--- src/rtl/aes_gcm_stage1_seq.sv ---
// aes_gcm_stage1_seq: GCM input stage emitting J0, AAD, PT and length blocks with counter blocks.
// Optional GCM_PARTIAL_MASK_EN masks and zeroes the unused bytes of a final partial AAD/PT block.
module aes_gcm_stage1_seq #(
    parameter int BLK_W = 128,
    parameter int KEY_W = 128,
    parameter int IV_W  = 96,
    parameter int LEN_W = 64
) (
    input  logic               clk,
    input  logic               rst,
    input  logic               i_new_instance,
    output logic               o_hdr_ready,
    input  logic [KEY_W-1:0]   i_cipher_key,
    input  logic [IV_W-1:0]    i_iv,
    input  logic [LEN_W-1:0]   i_aad_len,
    input  logic [LEN_W-1:0]   i_pt_len,
    input  logic               i_blk_valid,
    output logic               o_blk_ready,
    input  logic [BLK_W-1:0]   i_blk_data,
    output logic               o_valid,
    input  logic               i_ready,
    output logic [2:0]         o_phase,
    output logic [BLK_W-1:0]   o_data,
    output logic [BLK_W-1:0]   o_ctr,
    output logic [BLK_W/8-1:0] o_blk_mask,
    output logic [KEY_W-1:0]   o_key,
    output logic               o_last
);
    localparam int CTR_W = BLK_W - IV_W;
    localparam int NB    = BLK_W / 8;
    localparam int LOG   = $clog2(BLK_W);

    typedef enum logic [2:0] {IDLE = 3'd0, J0 = 3'd1, AAD = 3'd2, PT = 3'd3, LEN = 3'd4} state_t;

    state_t            state, state_n;
    logic [IV_W-1:0]   iv_q;
    logic [LEN_W-1:0]  aad_len_q, pt_len_q, rem, aad_n, pt_n;
    logic [CTR_W-1:0]  ctr;
    logic              load, hdr_acc, blk_acc, emit, last;
    logic [NB-1:0]     blk_mask;
    logic [BLK_W-1:0]  blk_data;

    function automatic logic [LEN_W-1:0] nblk(input logic [LEN_W-1:0] len);
        return (len >> LOG) + LEN_W'(|len[LOG-1:0]);
    endfunction

    always_ff @(posedge clk) begin
        state <= rst ? IDLE : state_n;
    end

    always_comb begin
        load        = !o_valid || i_ready;
        o_hdr_ready = state == IDLE && !o_valid;
        o_blk_ready = (state == AAD || state == PT) && load;
        hdr_acc     = o_hdr_ready && i_new_instance;
        blk_acc     = o_blk_ready && i_blk_valid;
        emit        = (state == J0 || state == LEN) ? load : blk_acc;
        aad_n       = nblk(aad_len_q);
        pt_n        = nblk(pt_len_q);
        last        = rem == LEN_W'(1);
        state_n     = state;
        case (state)
            IDLE:    if (hdr_acc) state_n = J0;
            J0:      if (load) state_n = aad_n != '0 ? AAD : pt_n != '0 ? PT : LEN;
            AAD:     if (blk_acc && last) state_n = pt_n != '0 ? PT : LEN;
            PT:      if (blk_acc && last) state_n = LEN;
            LEN:     if (load) state_n = IDLE;
            default: state_n = IDLE;
        endcase
    end

`ifdef GCM_PARTIAL_MASK_EN
    logic [LOG-1:0] tail;
    logic [LOG:0]   tail_bytes;
    // byte 0 sits in the MSBs of the block and maps to mask bit 0
    always_comb begin
        tail       = state == AAD ? aad_len_q[LOG-1:0] : pt_len_q[LOG-1:0];
        tail_bytes = ({1'b0, tail} + (LOG+1)'(7)) >> 3;
        blk_mask   = '1;
        blk_data   = i_blk_data;
        for (int k = 0; k < NB; k++) begin
            blk_mask[k] = !(last && tail != '0) || k < int'(tail_bytes);
            blk_data[BLK_W-1-8*k -: 8] = blk_mask[k] ? i_blk_data[BLK_W-1-8*k -: 8] : 8'h00;
        end
    end
`else
    assign blk_mask = '1;
    assign blk_data = i_blk_data;
`endif

    always_ff @(posedge clk) begin
        if (rst) begin
            iv_q       <= '0;
            aad_len_q  <= '0;
            pt_len_q   <= '0;
            rem        <= '0;
            ctr        <= '0;
            o_key      <= '0;
            o_valid    <= 1'b0;
            o_phase    <= '0;
            o_data     <= '0;
            o_ctr      <= '0;
            o_blk_mask <= '0;
            o_last     <= 1'b0;
        end else begin
            if (hdr_acc) begin
                o_key     <= i_cipher_key;
                iv_q      <= i_iv;
                aad_len_q <= i_aad_len;
                pt_len_q  <= i_pt_len;
                ctr       <= CTR_W'(1);
            end
            if (emit && (state == J0 || state == PT)) ctr <= ctr + CTR_W'(1);
            if (state == J0 && load) rem <= aad_n != '0 ? aad_n : pt_n;
            else if (blk_acc) rem <= (state == AAD && last) ? pt_n : rem - LEN_W'(1);
            // a new block replaces the slot in the same cycle it drains
            if (emit) begin
                o_valid    <= 1'b1;
                o_phase    <= state;
                o_last     <= state == LEN;
                o_data     <= state == J0 ? '0 : state == LEN ? {aad_len_q, pt_len_q} : blk_data;
                o_ctr      <= (state == J0 || state == PT) ? {iv_q, ctr} : '0;
                o_blk_mask <= (state == J0 || state == LEN) ? '1 : blk_mask;
            end else if (i_ready) o_valid <= 1'b0;
        end
    end
endmodule

--- config.mk ---
export PLATFORM = sky130hd
export DESIGN_NAME = aes_gcm_stage1_seq
export DESIGN_NICKNAME = d
export VERILOG_FILES = /design/src/rtl/aes_gcm_stage1_seq.sv
export SDC_FILE = /design/constraint.sdc
export NUM_CORES = 2
export LEC_CHECK = 0
export ABC_AREA = 1
export ABC_CLOCK_PERIOD_IN_PS = 2650
export CAP_MARGIN = 10
export CELL_PAD_IN_SITES_DETAIL_PLACEMENT = 1
export CELL_PAD_IN_SITES_GLOBAL_PLACEMENT = 2
export CORE_ASPECT_RATIO = 0.9
export CORE_MARGIN = 8
export CORE_UTILIZATION = 24
export CTS_CLUSTER_DIAMETER = 60
export DETAILED_ROUTE_END_ITERATION = 8
export PLACE_DENSITY_LB_ADDON = 0.1
export SYNTH_ARGS = -nofsm -noshare
export SYNTH_HDL_FRONTEND = slang
export SYNTH_SLANG_ARGS = --single-unit
--- constraint.sdc ---
create_clock -name clk -period 2.65 [get_ports clk]
set_input_delay 0.265 -clock clk [delete_from_list [all_inputs] [get_ports clk]]
set_output_delay 0.265 -clock clk [all_outputs]
set_load 0.01 [all_outputs]
* Yosys cells after proc, flatten, opt, wreduce, memory -nomap -nowiden *
Index checks and enable logic that the tools add are counted.

cells by class
  add/subtract/negate cells = 4
  equality and inequality tests = 10
  mux-type cells = 20
  reductions and logical operators = 22

operator list
  operator                                                                number
  128-bit two-way mux                                                     3
  64-bit two-way mux                                                      3
  64-bit nonzero test                                                     2
  57-bit by 1-bit adder with 58-bit output                                2
  64-bit by 1-bit equality test with 1-bit output, second input constant  1
  32-bit two-way mux                                                      2
  64-bit by 1-bit subtractor with 64-bit output, second input constant    1
  58-bit two-way mux                                                      1
  32-bit by 1-bit adder with 32-bit output, second input constant         1
  3-bit two-way mux                                                       7
  3-bit case mux with 5 select lines                                      1
  7-bit OR reduction                                                      2
  2-bit inequality test, second input constant                            5
  1-bit logical AND                                                       8
  3-bit by 2-bit equality test with 1-bit output, second input constant   2
  2-bit nonzero test                                                      3
  5-bit AND reduction                                                     1
  1-bit logical OR                                                        4
  3-bit by 1-bit equality test with 1-bit output, second input constant   1
  3-bit equality test, second input constant                              1
  3-bit zero test                                                         1
  1-bit two-way mux                                                       3
  1-bit zero test                                                         1

storage, ports and cells
  flip-flop bits (word level) = 713
  output and inout bits = 407

* Depth between registers and ports, before layout *
  depth after elaboration = 7
  gate-level depth with buffers = 22
  gate-level depth less buffers = 21

* Worst setup path after synthesis *
OpenSTA, ideal clock, no wires.

  path kind = reg-to-reg
  from = register aad_len_q[0]
  to = register rem[10]
  setup time = 0.070 ns
  data arrival time = 2.638 ns
  path slack = -0.058 ns
  cell stages (with the launch flop) = 20
  clock period less this slack = 2.708 ns
  path through = dfxtp_1 > nor4_1 > nand4_1 > ha_1 > ha_1 > nand2_1 > nor2_4 > nand3_1 > inv_2 > nand3_1 > xor2_1 > nand3_1 > nor2_1 > nand3_1 > nor2_4 > inv_2 > buf_6 > o21ai_1 > nand2_1 > a21oi_1

on the way
  cells in the longest elaborated chain, start to end = 5

RTL lines
  what                                        RTL line  source
  start, declared                             37        logic [LEN_W-1:0] aad_len_q, pt_len_q, rem, aad_n, pt_n;
  start signal, assigned                      109       aad_len_q <= i_aad_len;
  7-bit OR reduction *                        44        return (len >> LOG) + LEN_W'(|len[LOG-1:0]);
  57-bit by 1-bit adder with 58-bit output *  44
  64-bit nonzero test                         114       if (state == J0 && load) rem <= aad_n != '0 ? aad_n : pt_n;
  58-bit two-way mux *                        114
  64-bit two-way mux *                        114
  end signal, assigned                        114
  end signal, assigned                        115       else if (blk_acc) rem <= (state == AAD && last) ? pt_n : rem - LEN_W'(1);
  end, declared                               37

Mark *: on every way between the ends. The rest lies on a longest branch, timed or not.
A chain may end at the register's enable or synchronous reset.

* Worst setup path after layout *
  from = register pt_len_q[3]
  to = register state[1]

on the way
  cells in the longest elaborated chain, start to end = 7
  elaborated cells between the ends (all ways) = 8
  classes of those cells = add/sub (1); mux (5); reduce/logical (2)

RTL lines
  what                                        RTL line  source
  start, declared                             37
  start signal, assigned                      110       pt_len_q <= i_pt_len;
  7-bit OR reduction *                        44
  57-bit by 1-bit adder with 58-bit output *  44
  64-bit nonzero test *                       64, 65
  3-bit two-way mux *                         64, 65
  3-bit two-way mux (2 in series)             64        J0: if (load) state_n = aad_n != '0 ? AAD : pt_n != '0 ? PT : LEN;
  3-bit case mux with 5 select lines *        62        case (state)
  end signal, assigned                        48        state <= rst ? IDLE : state_n;
  end, declared                               35        state_t state, state_n;

Mark *: on every way between the ends. The rest lies on a longest branch, timed or not. The select of a mux whose other input is x is not followed.

==> impl_results.md <==
- Top-count cell post-synth: nand2_1
- Sw power: 22.06 mW
- Setup crit start: pt_len_q[3]$_SDFFE_PP0P_
- Setup slack, reg-to-reg: -0.67 ns
- Row count: 130
- Number of synthesis warnings: 0
- Synth unique cells: 47
- Routability cong.: 0.9126
- Reg-to-reg startpoint: pt_len_q[3]$_SDFFE_PP0P_
- Area leader, netlist: dfxtp_1
- Outcome: complete, but fails checks
- Max-slew headroom: 35.75%
- Clk network pwr share: 26.6%
- Clock sink count: 713
- Post-Route WL: 186100 µm
- Reg power frac: 28.5%
- FMAX: 0.3011 GHz
- Port-buffer cells: 891
- Failing checks: setup timing
- First-pass GRT wire length: 270700 µm
- PwrDens: 1031 nW/µm²
- End of the worst hold path: o_key[111]$_SDFFE_PP0P_
- DRT Pass-1 Iters: 7
- Tot Pwr: 54.35 mW
- Initial Util: 24.05%
- Initial drt markers: 2163
- Antenna viol nets, final: 0
- Clock skew: 0.03227 ns
- Maximum vdd drop: 576.1 µV
- Num CTS Buffers: 103
- Vias in the first global route: 39330
- Critical path fanouts, max: 5
- Combinational share of power: 44.9%
- Yosys top cell area share: 42.72%
- Synth top area cells: dfxtp_1 43%, nand2_1 16%, a21oi_1 11%
- Total internal power: 32.29 mW
- Post-route DRC: 0
- Layout Area Growth over Synthesis: 57.75%
- WS Path Type: reg -> reg
- DP HPWL: 145100 µm
- Reg2reg end: state[1]$_SDFFE_PP0P_
- Fin worst setup slack: -0.6707 ns
- Worst-skew pair later-pin latency: 0.71 ns
- Placed Instances: 7944
- Largest net degree at the start of global routing: 137
- Final min period: 3.321 ns
- I/O pins: 892
- Worst Path Required: 3.20 ns
- Setup violators final: 61
- Nets: 6716
- Hold_sp: i_cipher_key[111]
- GR Overflow Total: 0
- RSZ-0062 raised after global routing: yes
- CP Capture Type: flop
- Crit path DAT: 3.87 ns
- Die H: 370.0 µm
- Initial antenna violation count: 35
- Per-cell routed wire length: 22.80 µm
- Hold path cells: 3
- Flops & latches, synth: 713
- Max-cap violation count: 0
- Leak: 20.13 nW
- Main flop type after synthesis: dfxtp_1
- CTS tree: built
- Final Cycle Share: 125.3%
- Drt via density: 4.696
- Slew Limit Fails: 0
- Share of cells above drive strength 1: 15.00%
- Critical Path Source Type: flop
- Die ar.: 151400 µm²
- Synth Net Count: 5416
- CTS H-Tree Depth: 3
- Worst R2R Path Depth: 22
- Synth top cells by count: 1458 x nand2_1, 713 x dfxtp_1, 703 x a21oi_1
- Post-synth EDFFs: 0
- Synthesized area: 33410 µm²
- Core Box Area: 138900 µm²
- Hold Fails Final Rpt: 0
- Async S/R FF share, synth: 0%
- DR vias: 38340
- Clock Pin Slew Worst Setup and Hold Paths: 0.06 ns
- Sequential-to-total area share from yosys stat: 42.72%
- Final TNS setup: -32.16 ns
- Worst hold-check path type: in -> reg
- Root buffer cell: clkbuf_16
- Final hold slack: 0.1084 ns
- Syn avg cell area: 6.786 µm²
- CTS Buffer Depth: 3
- Sw frac: 40.59%
- Synth Instances: 4924
- Slew @ Worst Pin: 0.9637 ns
- Die Wd: 409.3 µm
- Fin cells: 8165
- GRT Total Usage: 23.31%
[routing by layer]
layer | global-route usage, % | routed length, µm | vias up
met5 | 0 | 219 | -
met4 | 4.010 | 3285 | 32
met3 | 5.732 | 11000 | 204
met2 | 39.00 | 87000 | 796
li1 | - | - | 18830
met1 | 30.78 | 84650 | 18480
[logic make-up (layout without fill, tap and decap cells)]
family          after synthesis  after routing  share of synthesized area (%)
compound gates             1322           1322                          21.34
xor+xnor                     95             95                          2.490
fa+ha+maj                     7              7                         0.2621
buf+inv                     604           1988                          7.111
flops                       713            713                          42.72
other cells                   0              9                              0
simple gates               2183           2183                          26.07
[placed cells by master (no fill, tap or decap), types with 8 or more instances in the layout]
master and instances:
nand3_1 108, o21ai_0 383, nor3_1 28, a22oi_1 8, a21oi_1 700, o211ai_1 130, buf_4 569, xor2_1 66
nand2_2 35, clkdlybuf4s50_1 888, diode_2 9, bufinv_16 11, clkinv_2 14, buf_6 8, xor2_2 8, clkbuf_16 106
inv_6 8, nand2_4 13, nor2_4 18, o21ai_1 32, dfxtp_1 709, a211oi_1 43, nor2_2 30, xnor2_1 20
clkbuf_8 16, nand2_1 1417, inv_1 279, nand3b_1 9, clkbuf_1 22, nand4_1 50, nor2_1 432, buf_12 35
nand3_2 18
[worst max-delay path, stage by stage, from the launching register on]
cell     delay [ns]
dfxtp_1        0.32
nor4_2         0.28
nand4_1        0.13
buf_4          0.18
ha_2           0.19
ha_1           0.20
inv_1          0.07
nor2_2         0.05
buf_4          0.15
nand2_1        0.09
inv_1          0.11
buf_4          0.15
nand3_1        0.07
nand2_1        0.07
nor2_1         0.10
nand2_1        0.07
nor2_2         0.18
nand2_2        0.11
nor2_4         0.12
buf_4          0.11
nand4_1        0.21
nand3_1        0.14
a21oi_1        0.06
[timing repair]
action | CTS | global route
cloned | 0 | 1
setup buffers | 9 | 13
hold endpoints to repair | 2 | 0
gates resized for setup | 78 | 92
pin swaps | 18 | 45
setup endpoints to repair | 65 | 85
hold buffers | 1 | 0
[power groups by stage]
stage               clock network (mW)  logic, mW  registers [mW]
finish                            14.4       24.4            15.5
global route                      15.3       26.6            15.8
CTS                               14.9       24.2            15.5
detailed placement                   0       23.9            15.6
global placement                     0       23.8            15.6
floorplan                            0       10.6            15.8
[layout make-up]
type / count / area [µm²]
flip-flops and latches: 713 / 14280
repair buffers: 1507 / 14050
fillers: 17040 / 86200
well taps: 1848 / 2312
multi-input cells: 3607 / 17370
clock inverters: 46 / 633.1
clock buffers: 143 / 2930
inverters: 292 / 1116
diodes: 9 / 22.52
[flip-flops by register name, indices dropped and copies added, names as in the netlist, 3 cells and up]
signal / cells
o_ctr: 128
o_key: 128
pt_len_q: 64
o_data: 128
ctr: 32
iv_q: 96
rem: 64
state: 3
o_phase: 3
aad_len_q: 64
[metrics by stage]
step	util [%]	setup slack [ns]	area, µm²
after floorplan	-	0.01150	33420
after global placement	34.76	-0.9253	48290
after detailed placement	34.76	-0.9868	48290
after CTS	37.62	-0.6434	52260
after global routing	37.93	-0.8879	52690
final	37.94	-0.6707	52710
[how the worst max path moves through the flow]
stage | end | slack, ns | cells after the start
6_report | state[1]$_SDFFE_PP0P_ | -0.67 | 22
5_1_grt | rem[48]$_SDFFE_PP0P_ | -0.89 | 23
4_1_cts | state[1]$_SDFFE_PP0P_ | -0.64 | 22
3_5_place_dp | state[1]$_SDFFE_PP0P_ | -0.99 | 22
3_3_place_gp | state[1]$_SDFFE_PP0P_ | -0.93 | 22
2_1_floorplan | rem[10]$_SDFFE_PP0P_ | 0.01 | 21
No activity file was read; power rests on OpenSTA's default activity.
